[config.mk]
export PLATFORM = sky130hd
export DESIGN_NAME = nibble_serial_adder
export DESIGN_NICKNAME = d
export VERILOG_FILES = /design/src/rtl/nibble_serial_adder_pkg.sv /design/src/rtl/nibble_serial_adder_nibble_adder.sv /design/src/rtl/nibble_serial_adder.sv
export SDC_FILE = /design/constraint.sdc
export NUM_CORES = 1
export LEC_CHECK = 0
export ABC_AREA = 1
export ABC_CLOCK_PERIOD_IN_PS = 2300
export BUFFER_PORTS_ARGS = -buffer_cell sky130_fd_sc_hd__buf_2
export CAP_MARGIN = 30
export CORE_UTILIZATION = 40
export CTS_CLUSTER_DIAMETER = 60
export DETAILED_ROUTE_END_ITERATION = 6
export PLACE_DENSITY = 0.69
export SKIP_LAST_GASP = 1
export SLEW_MARGIN = 10
export SYNTH_ARGS = -nofsm -noshare
export SYNTH_HDL_FRONTEND = slang
export SYNTH_SLANG_ARGS = --single-unit
[constraint.sdc]
create_clock -name clk -period 2.3 [get_ports clk]
set_clock_uncertainty 0.15 [all_clocks]
set_input_delay 0.23 -clock clk [delete_from_list [all_inputs] [get_ports clk]]
set_output_delay 0.23 -clock clk [all_outputs]
set_load 0.005 [all_outputs]
[src/rtl/nibble_serial_adder_pkg.sv]
// Shared definitions for the nibble-serial adder: FSM encoding and slice width.
// Latency: n/a (declarations only).
// Backpressure: n/a.
package nibble_serial_adder_pkg;

    // Width of the one combinational adder slice reused every cycle.
    localparam int NIBBLE_W = 4;

    // Operation FSM; the encodings are shared with the rest of the ALU.
    typedef enum logic [1:0] {
        ST_IDLE = 2'd0,
        ST_RUN  = 2'd1,
        ST_DONE = 2'd2
    } state_t;

endpackage

[src/rtl/nibble_serial_adder_nibble_adder.sv]
// Combinational 4-bit adder slice with carry in and carry out.
// Latency: 0 cycles (purely combinational).
// Backpressure: none; the slice has no handshake.
module nibble_adder
    import nibble_serial_adder_pkg::*;
(
    input  logic [NIBBLE_W-1:0] a4,
    input  logic [NIBBLE_W-1:0] b4,
    input  logic                cin,
    output logic [NIBBLE_W-1:0] s4,
    output logic                cout
);

    logic [NIBBLE_W:0] total;

    // Zero-extend every operand so the fifth bit captures the carry.
    assign total = {1'b0, a4} + {1'b0, b4} + {{NIBBLE_W{1'b0}}, cin};
    assign s4    = total[NIBBLE_W-1:0];
    assign cout  = total[NIBBLE_W];

endmodule

[src/rtl/nibble_serial_adder.sv]
// Multi-cycle WIDTH-bit adder: one nibble per clock through a registered-carry slice.
// Latency: WIDTH/4 edges from the accepting edge to the done pulse.
// Backpressure: start is honoured only in IDLE or DONE; start during RUN is dropped.
// Optional overflow output is built when ADDER_OVF_FLAG_EN is defined.
module nibble_serial_adder
    import nibble_serial_adder_pkg::*;
#(
    parameter int WIDTH = 16
) (
    input  logic             clk,
    input  logic             rst_n,
    input  logic             start,
    input  logic [WIDTH-1:0] a,
    input  logic [WIDTH-1:0] b,
    input  logic             carry_in,
    output logic             busy,
    output logic             done,
    output logic [WIDTH-1:0] sum,
    output logic             carry_out
`ifdef ADDER_OVF_FLAG_EN
    ,
    output logic             overflow
`endif
);

    localparam int NIBBLES = WIDTH / NIBBLE_W;
    localparam int IDX_W   = (NIBBLES > 1) ? $clog2(NIBBLES) : 1;
    localparam logic [IDX_W-1:0] LAST_IDX = IDX_W'(NIBBLES - 1);

    state_t              state;
    state_t              state_nxt;
    logic [WIDTH-1:0]    a_q;
    logic [WIDTH-1:0]    b_q;
    logic [IDX_W-1:0]    idx;
    logic                carry_q;
    logic [NIBBLE_W-1:0] a_nib;
    logic [NIBBLE_W-1:0] b_nib;
    logic [NIBBLE_W-1:0] s_nib;
    logic                c_nib;
    logic                accept;
    logic                last;

    assign accept = start && ((state == ST_IDLE) || (state == ST_DONE));
    assign last   = (state == ST_RUN) && (idx == LAST_IDX);

    // The index counter steers the single slice across the latched operands.
    assign a_nib = a_q[int'(idx)*NIBBLE_W +: NIBBLE_W];
    assign b_nib = b_q[int'(idx)*NIBBLE_W +: NIBBLE_W];

    nibble_adder u_slice (
        .a4   (a_nib),
        .b4   (b_nib),
        .cin  (carry_q),
        .s4   (s_nib),
        .cout (c_nib)
    );

    // FSM state register.
    always_ff @(posedge clk or negedge rst_n) begin
        if (!rst_n) begin
            state <= ST_IDLE;
        end else begin
            state <= state_nxt;
        end
    end

    // Next state and status outputs; DONE lasts one cycle so done is a pulse.
    always_comb begin
        state_nxt = state;
        busy      = 1'b0;
        done      = 1'b0;
        case (state)
            ST_IDLE: begin
                if (start) state_nxt = ST_RUN;
            end
            ST_RUN: begin
                busy = 1'b1;
                if (idx == LAST_IDX) state_nxt = ST_DONE;
            end
            ST_DONE: begin
                done      = 1'b1;
                state_nxt = start ? ST_RUN : ST_IDLE;
            end
            default: begin
                state_nxt = ST_IDLE;
            end
        endcase
    end

    // Operand capture on accept, then one nibble of sum and the carry per RUN cycle.
    always_ff @(posedge clk or negedge rst_n) begin
        if (!rst_n) begin
            a_q       <= '0;
            b_q       <= '0;
            idx       <= '0;
            carry_q   <= 1'b0;
            sum       <= '0;
            carry_out <= 1'b0;
        end else if (accept) begin
            a_q       <= a;
            b_q       <= b;
            carry_q   <= carry_in;
            idx       <= '0;
            sum       <= '0;
            carry_out <= 1'b0;
        end else if (state == ST_RUN) begin
            sum[int'(idx)*NIBBLE_W +: NIBBLE_W] <= s_nib;
            carry_q <= c_nib;
            idx     <= last ? '0 : idx + 1'b1;
            if (last) carry_out <= c_nib;
        end
    end

`ifdef ADDER_OVF_FLAG_EN
    // Signed overflow: like-signed operands whose result flips sign.
    // The top sum bit is taken from the slice output being written this cycle.
    always_ff @(posedge clk or negedge rst_n) begin
        if (!rst_n) begin
            overflow <= 1'b0;
        end else if (accept) begin
            overflow <= 1'b0;
        end else if (last) begin
            overflow <= (a_q[WIDTH-1] == b_q[WIDTH-1]) &&
                        (s_nib[NIBBLE_W-1] != a_q[WIDTH-1]);
        end
    end
`endif

endmodule

## Word level (Yosys, flattened, before mapping)

Cells that the tools add are included.

- Bits in registers: 54
- Input bits: 36
- Output and inout port bits: 19
- Word-level logic and storage cells: 45

- Add/subtract/negate cells: 4
- Equality and inequality tests: 5
- Shift-type cells: 4
- Multiplexer cells: 17
- Reductions and logical operators: 8

Operator list:

| cell | number |
|---|---|
| negation 4 -> 33 bit | 1 |
| variable shift 4 x 33 -> 16 bit, first input constant | 1 |
| indexed part select 4 x 33 -> 16 bit | 1 |
| two-way mux 16 bit | 2 |
| indexed part select 16 x 5 -> 4 bit | 2 |
| bitwise mux 16 bit | 1 |
| two-way mux 2 bit | 5 |
| two-way mux 1 bit | 8 |
| case mux 2 bit (3 select lines) | 1 |
| adder 4 x 4 -> 5 bit | 1 |
| adder 5 x 1 -> 5 bit | 1 |
| equality test 2 bit, second input constant | 2 |
| inequality test 2 bit, second input constant | 2 |
| AND reduction 2 bit | 2 |
| nonzero test 2 bit | 2 |
| adder 2 x 1 -> 2 bit, second input constant | 1 |
| equality test 2 x 1 -> 1 bit, second input constant | 1 |
| logical AND 1 bit | 2 |
| zero test 2 bit | 1 |
| logical OR 1 bit | 1 |

## Depth between registers and ports, before layout

Gate-level depths: netlist (run 1).

- Depth after elaboration: 7
- Gate-level depth with buffers: 11
- Gate-level depth less buffers: 10

## By module

A second synthesis (run 1) with hierarchy kept.

- Cells, all modules: 355
- Area, all modules: 2747.6 sq um

Modules (own cells, without submodules):

| module | times used | cells an instance | area each (sq um) | sequential area each (sq um) |
|---|---|---|---|---|
| nibble_serial_adder | 1 | 330 | 2582.5 | 1351.3 |
| nibble_adder | 1 | 25 | 165.2 | 0.0 |

## Worst setup path before layout (run 1)

OpenSTA, ideal clock, no wires.

- Path kind: reg2reg
- Start point: register idx[1]
- End point: register sum[6]
- Library setup time: 0.083 ns
- Arrival time: 2.166 ns
- Required time: 2.067 ns
- Setup slack: -0.099 ns
- Cell stages (with the launch flop): 9
- Buffers on the path: 0
- Clock period less this slack: 2.399 ns
- Cells stage by stage: dfrtp_1 -> clkinv_1 -> o21ai_0 -> o22ai_1 -> fa_1 -> fa_1 -> xor2_1 -> nand3_1 -> o21ai_0

- Longest elaborated chain between the ends: 7
- Elaborated cells between the ends (all ways): 10
- Those cells by class: add/sub (3); shift (4); mux (3)

RTL lines:

| what | RTL line | text |
|---|---|---|
| start: declaration | nibble_serial_adder.sv:34 | `logic [IDX_W-1:0] idx;` |
| start signal: assignment | nibble_serial_adder.sv:109 | `idx <= last ? '0 : idx + 1'b1;` |
| indexed part select 16 x 5 -> 4 bit (on tied branches) | nibble_serial_adder.sv:47, nibble_serial_adder.sv:48 |  |
| adder 4 x 4 -> 5 bit | nibble_serial_adder_nibble_adder.sv:17 | `assign total = {1'b0, a4} + {1'b0, b4} + {{NIBBLE_W{1'b0}}, cin};` |
| adder 5 x 1 -> 5 bit | nibble_serial_adder_nibble_adder.sv:17 |  |
| indexed part select 4 x 33 -> 16 bit | nibble_serial_adder.sv:107 | `sum[int'(idx)*NIBBLE_W +: NIBBLE_W] <= s_nib;` |
| bitwise mux 16 bit * | nibble_serial_adder.sv:107 |  |
| two-way mux 16 bit * | nibble_serial_adder.sv:106 | `end else if (state == ST_RUN) begin` |
| two-way mux 16 bit * | nibble_serial_adder.sv:99 | `end else if (accept) begin` |
| end signal: indexed assignment | nibble_serial_adder.sv:107 |  |
| end: declaration | nibble_serial_adder.sv:18 | `output logic [WIDTH-1:0] sum,` |

Every way passes the cells marked *; elsewhere a longest branch is shown, timed or not. The select of a mux whose other input is x is not followed.
A chain may end at the register's enable or synchronous reset.

## Worst setup path in the final report (run 1)

- Start point: register idx[0]
- End point: register sum[13]

Same word-level chain as after synthesis.

==> results of run 1 <==
==> how the worst max path moves through the flow <==
stage	from	to	slack (ns)	cells past startpoint
6_report	idx[0]	sum[13]	0.004	9
3_3_place_gp	idx[0]	sum[6]	-0.05	8
3_5_place_dp	idx[0]	sum[6]	-0.26	8
5_1_grt	idx[0]	sum[9]	-0.11	9
4_1_cts	idx[0]	sum[5]	0.005	8
2_1_floorplan	idx[0]	sum[5]	0.004	9
==> metrics by stage <==
stage                     TNS (ns)  area, sq um  hold slack, ns  worst slack (ns)
final                            0         3520        0.000466           0.00437
after global routing        -0.646         3520         0.00831            -0.107
after CTS                        0         3450         0.00362           0.00514
after detailed placement     -1.26         2990          0.0424            -0.265
after global placement     -0.0957         2990          0.0414           -0.0546
after floorplan                  0         2600          -0.216           0.00397
==> state kept, by name (all words and copies together) (netlist names) <==
register	flops
carry_q	1
sum	16
b_q	16
carry_out	1
idx	2
a_q	16
state	2
==> cells in the final DEF (no fill, tap or decap), types with 3 or more instances in the layout <==
| cell type | n |
|---|---|
| nand4_1 | 4 |
| o22ai_1 | 6 |
| o21ai_0 | 15 |
| o22ai_2 | 3 |
| inv_2 | 3 |
| nand2_2 | 5 |
| o21ai_2 | 5 |
| nand2_1 | 130 |
| buf_4 | 15 |
| o21ai_1 | 9 |
| dlygate4sd3_1 | 32 |
| inv_1 | 12 |
| nor2_2 | 3 |
| clkbuf_8 | 5 |
| buf_2 | 54 |
| nor2_1 | 20 |
| nand3_1 | 16 |
| ha_1 | 6 |
| dfrtp_1 | 52 |
==> per-layer routing <==
metal / vias up / wire, microns / global-route usage
li1: 1202 / - / -
met1: 1121 / 2870 / 0.265
met2: 67 / 3380 / 0.390
met3: 8 / 288 / 0.0341
met4: 0 / 105 / 0.0603
met5: - / 0 / 0
==> power by group through the flow <==
stage                     registers, mW  clock network (mW)  logic, mW
after floorplan                    1.55                   0       1.66
after global placement             1.61                   0       2.34
after detailed placement           1.62                   0       2.44
after CTS                          1.61               0.635       2.60
after global routing               1.67               0.674       3.12
final                              1.63               0.623       2.77
==> cells by family after synthesis <==
kind of cell / share of synthesized area
AO/OA/AOI/OAI: 0.0835
XOR/XNOR: 0.00338
adder cells (fa/ha/maj): 0.0492
buffers and inverters: 0.0536
flip-flops: 0.521
AND/OR/NAND/NOR: 0.289
==> final cells by class <==
type,count,area (sq um),share of cell area
clock buffer,7,76.3,0.0217
clock inverter,1,30.0,0.00852
inverter,17,68.8,0.0195
multi-input combinational,232,1180,0.334
sequential,54,1350,0.384
tap,75,93.8,0.0266
timing repair buffer,103,726,0.206
==> critical path: stages, from the launching register on <==
cell and delay (ns):
dfrtp_2 0.46, inv_4 0.08, o21ai_4 0.13, o22ai_2 0.09, fa_2 0.40, fa_2 0.55, inv_1 0.05, nor2_2 0.11
nand2_2 0.09, o21ai_2 0.12
==> what timing repair did <==
item | in CTS | in global routing
hold buffers | 32 | 0
setup endpoints to repair | 9 | 12
resized for setup | 10 | 20
endpoints found under the hold margin | 48 | 0
pin swaps | 1 | 5
setup buffers | 1 | 2
==> flow_summary.toml, run 1 <==
[synthesis]
ys_warn_count = 0
syn_inst = 315
synth_edf_count = 0
netlist_area_sq_mm = 0.00259
yosysSeqAreaShare = 0.521
ys_ff_latch = 54
syn_nets = 360
synth.avg_cell_area_sq_um = 8.23
synth_top_flop_cell = "dfrtp_1"
yosysMostFrequentCell = "nand2_1"
yosys-top-cells-area = "dfrtp_1 52%, nand2_1 19%, o21ai_0 4.2%"
synth_cell_type_count = 24
synthTopCellsByCount = "132 x nand2_1, 54 x dfrtp_1, 22 x nor2_1, 22 x o21ai_0, 16 x nand3_1"
synth_top_cell_by_area = "dfrtp_1"
async_flop_share = 1.00
synth_top_area_frac = 0.521

[layout]
final_nets = 458
fillCellCount = 558
drive_above_1_share = 0.261
layout.cells.non_filler = 489
area_growth_pct = 36.0
fin_util = 0.578
antennaDiodeCount = 0

[worst_setup_path]
r2r_end = "sum[13]"
required_ns = 2.39
r2r_start = "idx[0]"
r2r_cells = 9
critPathLaunchType = "register"
crit_type = "register to register"
arrival_ns = 2.38
end_kind = "register"
rrSetupSlack_ns = 0.004
path_max_fanout = 7

[power]
p_sw_frac = 0.442
p_int_mw = 2.80
p_leak_nw = 1.87
power_density_mw_per_mm2 = 1420
p_total_mw = 5.02
power_frac_comb = 0.552
switching_power_mw = 2.22
p_seq_frac = 0.324
irDropWorstVdd_v = 0.000715
p_clk_frac = 0.124

[route]
wl_mm = 6.64
via_count = 2398
ant_nets = 0
drc = 0
detail_route.wl_per_cell_microns = 13.6
dr.first_iter.drc_count = 124
firstDrtPassIters = 4
drt-vias-per-instance = 4.90

[place]
dp_hpwl_mm = 4.60
place_congestion = 0.814
place_inst = 446
io_buffers = 54

[clock_tree]
numClockSinks = 54
htreeDepth = 2
cts_max_path_buffers = 2
root_buffer = "clkbuf_8"
clock_latency_ns = 0.30
cts_inserted_buffers = 5
clk_pin_slew_worst_paths_ns = 0.10
cts_tree = "yes"

[grt]
grt.overflow.total = 0
gr-usage-all-layers = 0.215
grt_pass1_vias = 2387
antenna_found_initial = 0
grt_start_max_net_pins = 30
grt_pass1_wl_mm = 10.9

[floorplan]
coreArea_sq_mm = 0.00610
dieArea_sq_mm = 0.00681
boundaryPins = 55
die_h_microns = 82.5
initial_core_util = 0.425
placementRows = 28
fp.dieW_microns = 82.5

[sta]
hold_viol_final = 0
worstMarginPinSlew_ns = 0.426
max_slew_margin = 0.716
fin_crit_sh = 0.998
drv_slew = 0
fmax_ghz = 0.436
setup_viol = 0
grt_setup_unrepaired = "yes"
fin_crit_ns = 2.30

[hold_path]
min_from = "a[4]"
min_path_type = "primary input to register"
hold_depth = 3
min_to = "a_q[4]"

[run_status]
status = "finished clean"

[run]
drv_cap = 0
Note: power is estimated with default switching activity, not from simulation.
==> inputs of run 2 (changes only) <==
--- a/config.mk
+++ b/config.mk
@@ -9,12 +9,14 @@
 export ABC_CLOCK_PERIOD_IN_PS = 2300
 export BUFFER_PORTS_ARGS = -buffer_cell sky130_fd_sc_hd__buf_2
 export CAP_MARGIN = 30
-export CORE_UTILIZATION = 40
+export CORE_UTILIZATION = 30
 export CTS_CLUSTER_DIAMETER = 60
 export DETAILED_ROUTE_END_ITERATION = 6
-export PLACE_DENSITY = 0.69
+export PLACE_DENSITY = 0.55
+export SETUP_SLACK_MARGIN = 0.5
 export SKIP_LAST_GASP = 1
 export SLEW_MARGIN = 10
 export SYNTH_ARGS = -nofsm -noshare
 export SYNTH_HDL_FRONTEND = slang
+export SYNTH_HIERARCHICAL = 1
 export SYNTH_SLANG_ARGS = --single-unit
==> run 2 against run 1 <==
The run now ends with design-rule violations left. Worst setup slack improved by 0.020 ns. Cell count is 15% higher. Sequential power shrank 4%. Non-clock buffer count unchanged. Synthesized cell count increased by 13%. Global-route usage down 5.6 points. Combinational power up 19%. Flip-flop and latch count unchanged. Final area grew 6.8%. Count of clock-buffer cells in the layout fell by 1. Critical endpoint is now sum[9]. Highest routed layer unchanged.
==> flow_summary.toml, run 2 <==
[run_status]
status = "complete, but fails checks"
violations = "design-rule violations"

[route]
via_count = 2505
drt-vias-per-instance = 4.47
dr.first_iter.drc_count = 98
drc = 5
detail_route.wl_per_cell_microns = 12.5
wl_mm = 7.02
ant_nets = 0
firstDrtPassIters = 6

[worst_setup_path]
crit_type = "register to register"
crit_family = "adder cells"
path_depth = 11
critPathSlowestCell = "dfrtp_2"
arrival_ns = 2.38
critical_path.cell_chain = "clkinvlp_4, o211ai_1, nand2_1, fa_2, inv_2, fa_2, inv_2, nand2_1, inv_1, nand3_1, nand2_1"
required_ns = 2.40
cp_num_buf_inv = 4
end_kind = "register"
path_max_fanout = 5
r2r_cells = 11
critPathLaunchType = "register"
path_common_cell = "nand2_1"
max_stage_delay_ns = 0.46

[floorplan]
placementRows = 34
initial_core_util = 0.312
die_h_microns = 97.7
dieArea_sq_mm = 0.00955
fp.dieW_microns = 97.7
coreArea_sq_mm = 0.00881
boundaryPins = 55

[sta]
hold_viol_final = 0
fin_crit_sh = 0.989
grt_setup_unrepaired = "yes"
worstMarginPinSlew_ns = 0.666
fin_crit_ns = 2.28
fmax_ghz = 0.440
max_slew_margin = 0.556
setup_viol = 0
drv_slew = 0

[synthesis]
syn_nets = 402
yosysSeqAreaShare = 0.492
synthTopCellsByCount = "150 x nand2_1, 54 x dfrtp_1, 32 x nand3_1"
synth.avg_cell_area_sq_um = 7.74
yosys-top-cells-area = "dfrtp_1 49%, nand2_1 20%, nand3_1 5.8%"
syn_inst = 355
ys_warn_count = 6
yosysMostFrequentCell = "nand2_1"
synth_edf_count = 0
async_flop_share = 1.00
netlist_area_sq_mm = 0.00275
synth_cell_type_count = 20
synth_top_area_frac = 0.492
synth_top_cell_by_area = "dfrtp_1"
synth_top_flop_cell = "dfrtp_1"
ys_ff_latch = 54

[grt]
grt_pass1_wl_mm = 12.3
grt_pass1_vias = 2640
grt_start_max_net_pins = 37
antenna_found_initial = 0
grt.overflow.total = 0
gr-usage-all-layers = 0.159

[place]
place_inst = 512
place_congestion = 0.794
dp_hpwl_mm = 4.90
place_area_sq_mm = 0.00319
io_buffers = 54

[layout]
fillCellCount = 892
area_growth_pct = 37.0
layout.cells.non_filler = 561
final_area_sq_mm = 0.00376
final_common_cell = "nand2_1"
antennaDiodeCount = 0
reg_top3 = "a_q x16, b_q x16, sum x16"
final_cell_mix = "144 x nand2_1, 54 x buf_2, 53 x dfrtp_1"
drive_above_1_share = 0.256
final_nets = 499

[clock_tree]
clk_pin_slew_worst_paths_ns = 0.10
clock_latency_ns = 0.31
numClockSinks = 54
root_buffer = "clkbuf_8"
cts_inserted_buffers = 5
htreeDepth = 2
cts_tree = "yes"
cts_max_path_buffers = 2

[run]
drv_cap = 0

[power]
irDropWorstVdd_v = 0.000517
power_density_mw_per_mm2 = 1440
p_leak_nw = 2.04
p_total_mw = 5.40

[hold_path]
hold_depth = 5
min_path_type = "primary input to register"
## run 2: cell count changes after synthesis, moves of 2 or more
cell / change
o22ai_1: -9
nand3_1: +16
ha_1: +2
o211ai_1: +8
nand2_1: +18
nand2_2: -2
nor2_1: +7
o21ai_1: -8
nand4_1: -3
inv_1: +16
o21ai_0: -3
## run 2: cell families (layout without fill, tap and decap cells)
group | after synthesis | count (layout) | share of synthesized area
AOI/OAI and AO/OA | 29 | 29 | 0.0601
xor gates and xnor gates | 1 | 1 | 0.00319
adders and majority gates | 11 | 11 | 0.0556
buffers and inverters | 45 | 143 | 0.0756
DFF | 54 | 54 | 0.492
and+or+nand+nor | 215 | 215 | 0.314
## run 2: final cells by class
cell class / instances / area (sq um) / area share
repair inverters: 1 / 7.51 / 0.00199
inverters: 31 / 119 / 0.0316
multi-input cells: 256 / 1310 / 0.348
clock buffers: 6 / 72.6 / 0.0193
flip-flops and latches: 54 / 1350 / 0.359
well taps: 108 / 135 / 0.0359
clock inverters: 2 / 13.8 / 0.00366
repair buffers: 103 / 753 / 0.200
## run 2: routing by layer
layer,global-route usage,part of all wire,vias to the layer above
met5,0,0,-
met4,0.0361,0.012,0
met3,0.0266,0.029,10
met2,0.285,0.49,44
met1,0.201,0.47,1145
li1,-,-,1306
## run 2: repair_timing
action	in CTS	in global routing
hold buffers	33	0
hold endpoints to repair	57	0
pin swaps	11	11
buffers inserted	6	1
setup endpoints to repair	18	18
gates resized for setup	22	11
gates cloned	1	0
## run 2: final timing paths
kind                       startpoint  endpoint  slack, ns
max reg2reg                    idx[0]    sum[9]       0.02
min                          carry_in   carry_q       0.06
max                            idx[0]    sum[9]       0.02
max in group asynchronous       rst_n    idx[0]       1.08
min in group asynchronous       rst_n   sum[12]       0.33
min reg2reg                    a_q[3]    a_q[3]       0.34
## run 2: worst min-delay path: cells and delay by family
kind,cells,cell delay (ns)
AND/OR/NAND/NOR,3,0.15
buffers and inverters,2,0.11
## run 2: metrics by stage
stage / setup slack [ns] / hold WS (ns) / utilization / TNS, ns
after detailed placement: 0.0336 / 0.147 / 0.363 / 0
after global placement: 0.0687 / 0.132 / 0.363 / 0
after CTS: 0.0579 / 0.0578 / 0.423 / 0
after floorplan: 0.0135 / -0.216 / - / 0
after global routing: -0.124 / 0.0948 / 0.427 / -0.630
final: 0.0247 / 0.0595 / 0.427 / 0
## run 2: power breakdown
group | internal [mW] | switching [mW]
Combinational | 1.39 | 1.90
Sequential | 1.32 | 0.239
Clock | 0.218 | 0.329
==> inputs of run 3 (changes only) <==
==> constraint.sdc (replaced) <==
create_clock -name clk -period 2.3 [get_ports clk]
set_clock_uncertainty 0.15 [all_clocks]
set_input_delay 0.345 -clock clk [delete_from_list [all_inputs] [get_ports clk]]
set_output_delay 0.345 -clock clk [all_outputs]
set_load 0.005 [all_outputs]
==> run 3 against run 2 <==
First-iteration DRC count increased by 11%. Combinational power barely moved. Cell count down 5.2%. Fmax about the same. Critical endpoint is now sum[13]. Highest routed layer unchanged. Worst setup slack improved by 0.0020 ns. The run still ends with design-rule violations left.
==> flow_summary.toml, run 3 (synthesis results as in run 2) <==
[worst_setup_path]
arrival_ns = 2.38
rrSetupSlack_ns = 0.03
r2r_start = "idx[0]"
crit_type = "register to register"
r2r_cells = 11
required_ns = 2.41
path_max_fanout = 5
critPathLaunchType = "register"
end_kind = "register"
r2r_end = "sum[13]"

[power]
p_leak_nw = 1.93
irDropWorstVdd_v = 0.000559
power_density_mw_per_mm2 = 1580
p_total_mw = 5.52

[hold_path]
hold_depth = 3
min_path_type = "primary input to register"
min_to = "a_q[15]"
min_from = "a[15]"

[grt]
gr-usage-all-layers = 0.150
grt.overflow.total = 0
grt_start_max_net_pins = 37
grt_pass1_wl_mm = 11.5
antenna_found_initial = 0
grt_pass1_vias = 2472

[clock_tree]
clk_pin_slew_worst_paths_ns = 0.10
root_buffer = "clkbuf_8"
clock_latency_ns = 0.31
numClockSinks = 54
cts_tree = "yes"
cts_max_path_buffers = 2
htreeDepth = 2
cts_inserted_buffers = 5

[place]
place_congestion = 0.828
io_buffers = 54
dp_hpwl_mm = 4.83
place_area_sq_mm = 0.00321
place_inst = 512

[layout]
final_area_sq_mm = 0.00350
antennaDiodeCount = 0
reg_top3 = "a_q x16, b_q x16, sum x16"
layout.cells.non_filler = 532
drive_above_1_share = 0.267
final_nets = 470
area_growth_pct = 27.2
final_common_cell = "nand2_1"
final_cell_mix = "148 x nand2_1, 54 x buf_2, 53 x dfrtp_1"

[sta]
grt_setup_unrepaired = "yes"
worstMarginPinSlew_ns = 0.658
fmax_ghz = 0.440
setup_viol = 0
drv_slew = 0
fin_crit_ns = 2.27
holdWs_ns = 0.0684
fin_crit_sh = 0.988
hold_viol_final = 0
max_slew_margin = 0.562

[floorplan]
dieArea_sq_mm = 0.00955
boundaryPins = 55
placementRows = 34
coreArea_sq_mm = 0.00881
die_h_microns = 97.7
initial_core_util = 0.312
fp.dieW_microns = 97.7

[route]
firstDrtPassIters = 7
via_count = 2397
drc = 6
ant_nets = 0
dr.first_iter.drc_count = 109
wl_mm = 6.54
drt-vias-per-instance = 4.51
detail_route.wl_per_cell_microns = 12.3

[run]
drv_cap = 0

[run_status]
violations = "design-rule violations"
status = "complete, but fails checks"
-- run 3: cell types whose count changed in the layout (fill, tap and decap cells not counted), sizes merged --
cell	delta
dlygate4sd3	-32
bufinv	+1
buf	+3
clkbuf	-1
-- run 3: stage by stage --
stage               setup slack [ns]   util  TNS (ns)
floorplan                     0.0135      -         0
global placement              0.0709  0.364         0
detailed placement            0.0227  0.364         0
CTS                           0.0461  0.394         0
global route                  -0.152  0.397    -0.969
finish                        0.0268  0.397         0
-- run 3: worst max-delay path by stage --
stage,cells past startpoint,slack (ns),start,endpoint
final,11,0.03,idx[0],sum[13]
after detailed placement,12,0.02,idx[0],sum[13]
after global routing,11,-0.15,idx[0],sum[13]
after CTS,11,0.05,idx[0],sum[13]
after global placement,12,0.07,idx[0],sum[5]
after floorplan,13,0.01,idx[0],sum[5]
-- run 3: critical path, cell delays in order, from the launching register on --
cell        delay [ns]
dfrtp_2           0.45
clkinvlp_4        0.12
o211ai_1          0.18
nand2_1           0.10
fa_2              0.36
inv_2             0.07
fa_2              0.43
inv_2             0.09
nand2_2           0.07
nor2_4            0.09
nand2_1           0.06
nand2_1           0.05
-- run 3: routing by layer --
layer,up-vias,wire (microns),track usage
met5,-,0,0
met4,0,115,0.0490
li1,1240,-,-
met2,52,3180,0.261
met1,1096,3030,0.190
met3,9,217,0.0230
-- run 3: where the power goes --
part           switching [mW]  leakage, nW  internal (mW)  total (mW)
combinational            1.86         1.18           1.45        3.31
clock                   0.327       0.0585          0.327       0.654
sequential              0.232        0.692           1.32        1.56
-- run 3: area by class of cell --
| cell class | instances | area, sq um |
|---|---|---|
| fill | 934 | 5310 |
| sequential | 54 | 1350 |
| multi-input combinational | 256 | 1300 |
| timing repair buffer | 74 | 468 |
| tap | 108 | 135 |
| inverter | 31 | 119 |
| clock buffer | 5 | 68.8 |
| clock inverter | 3 | 43.8 |
| timing repair inverter | 1 | 7.51 |
-- run 3: repair_timing --
action / 4_1_cts / 5_1_grt
hold endpoints to repair: 25 / 0
cloned: 1 / 0
buffers inserted: 9 / 1
setup endpoints to repair: 18 / 19
resized for setup: 21 / 5
hold buffers: 1 / 0
pin swaps: 14 / 3
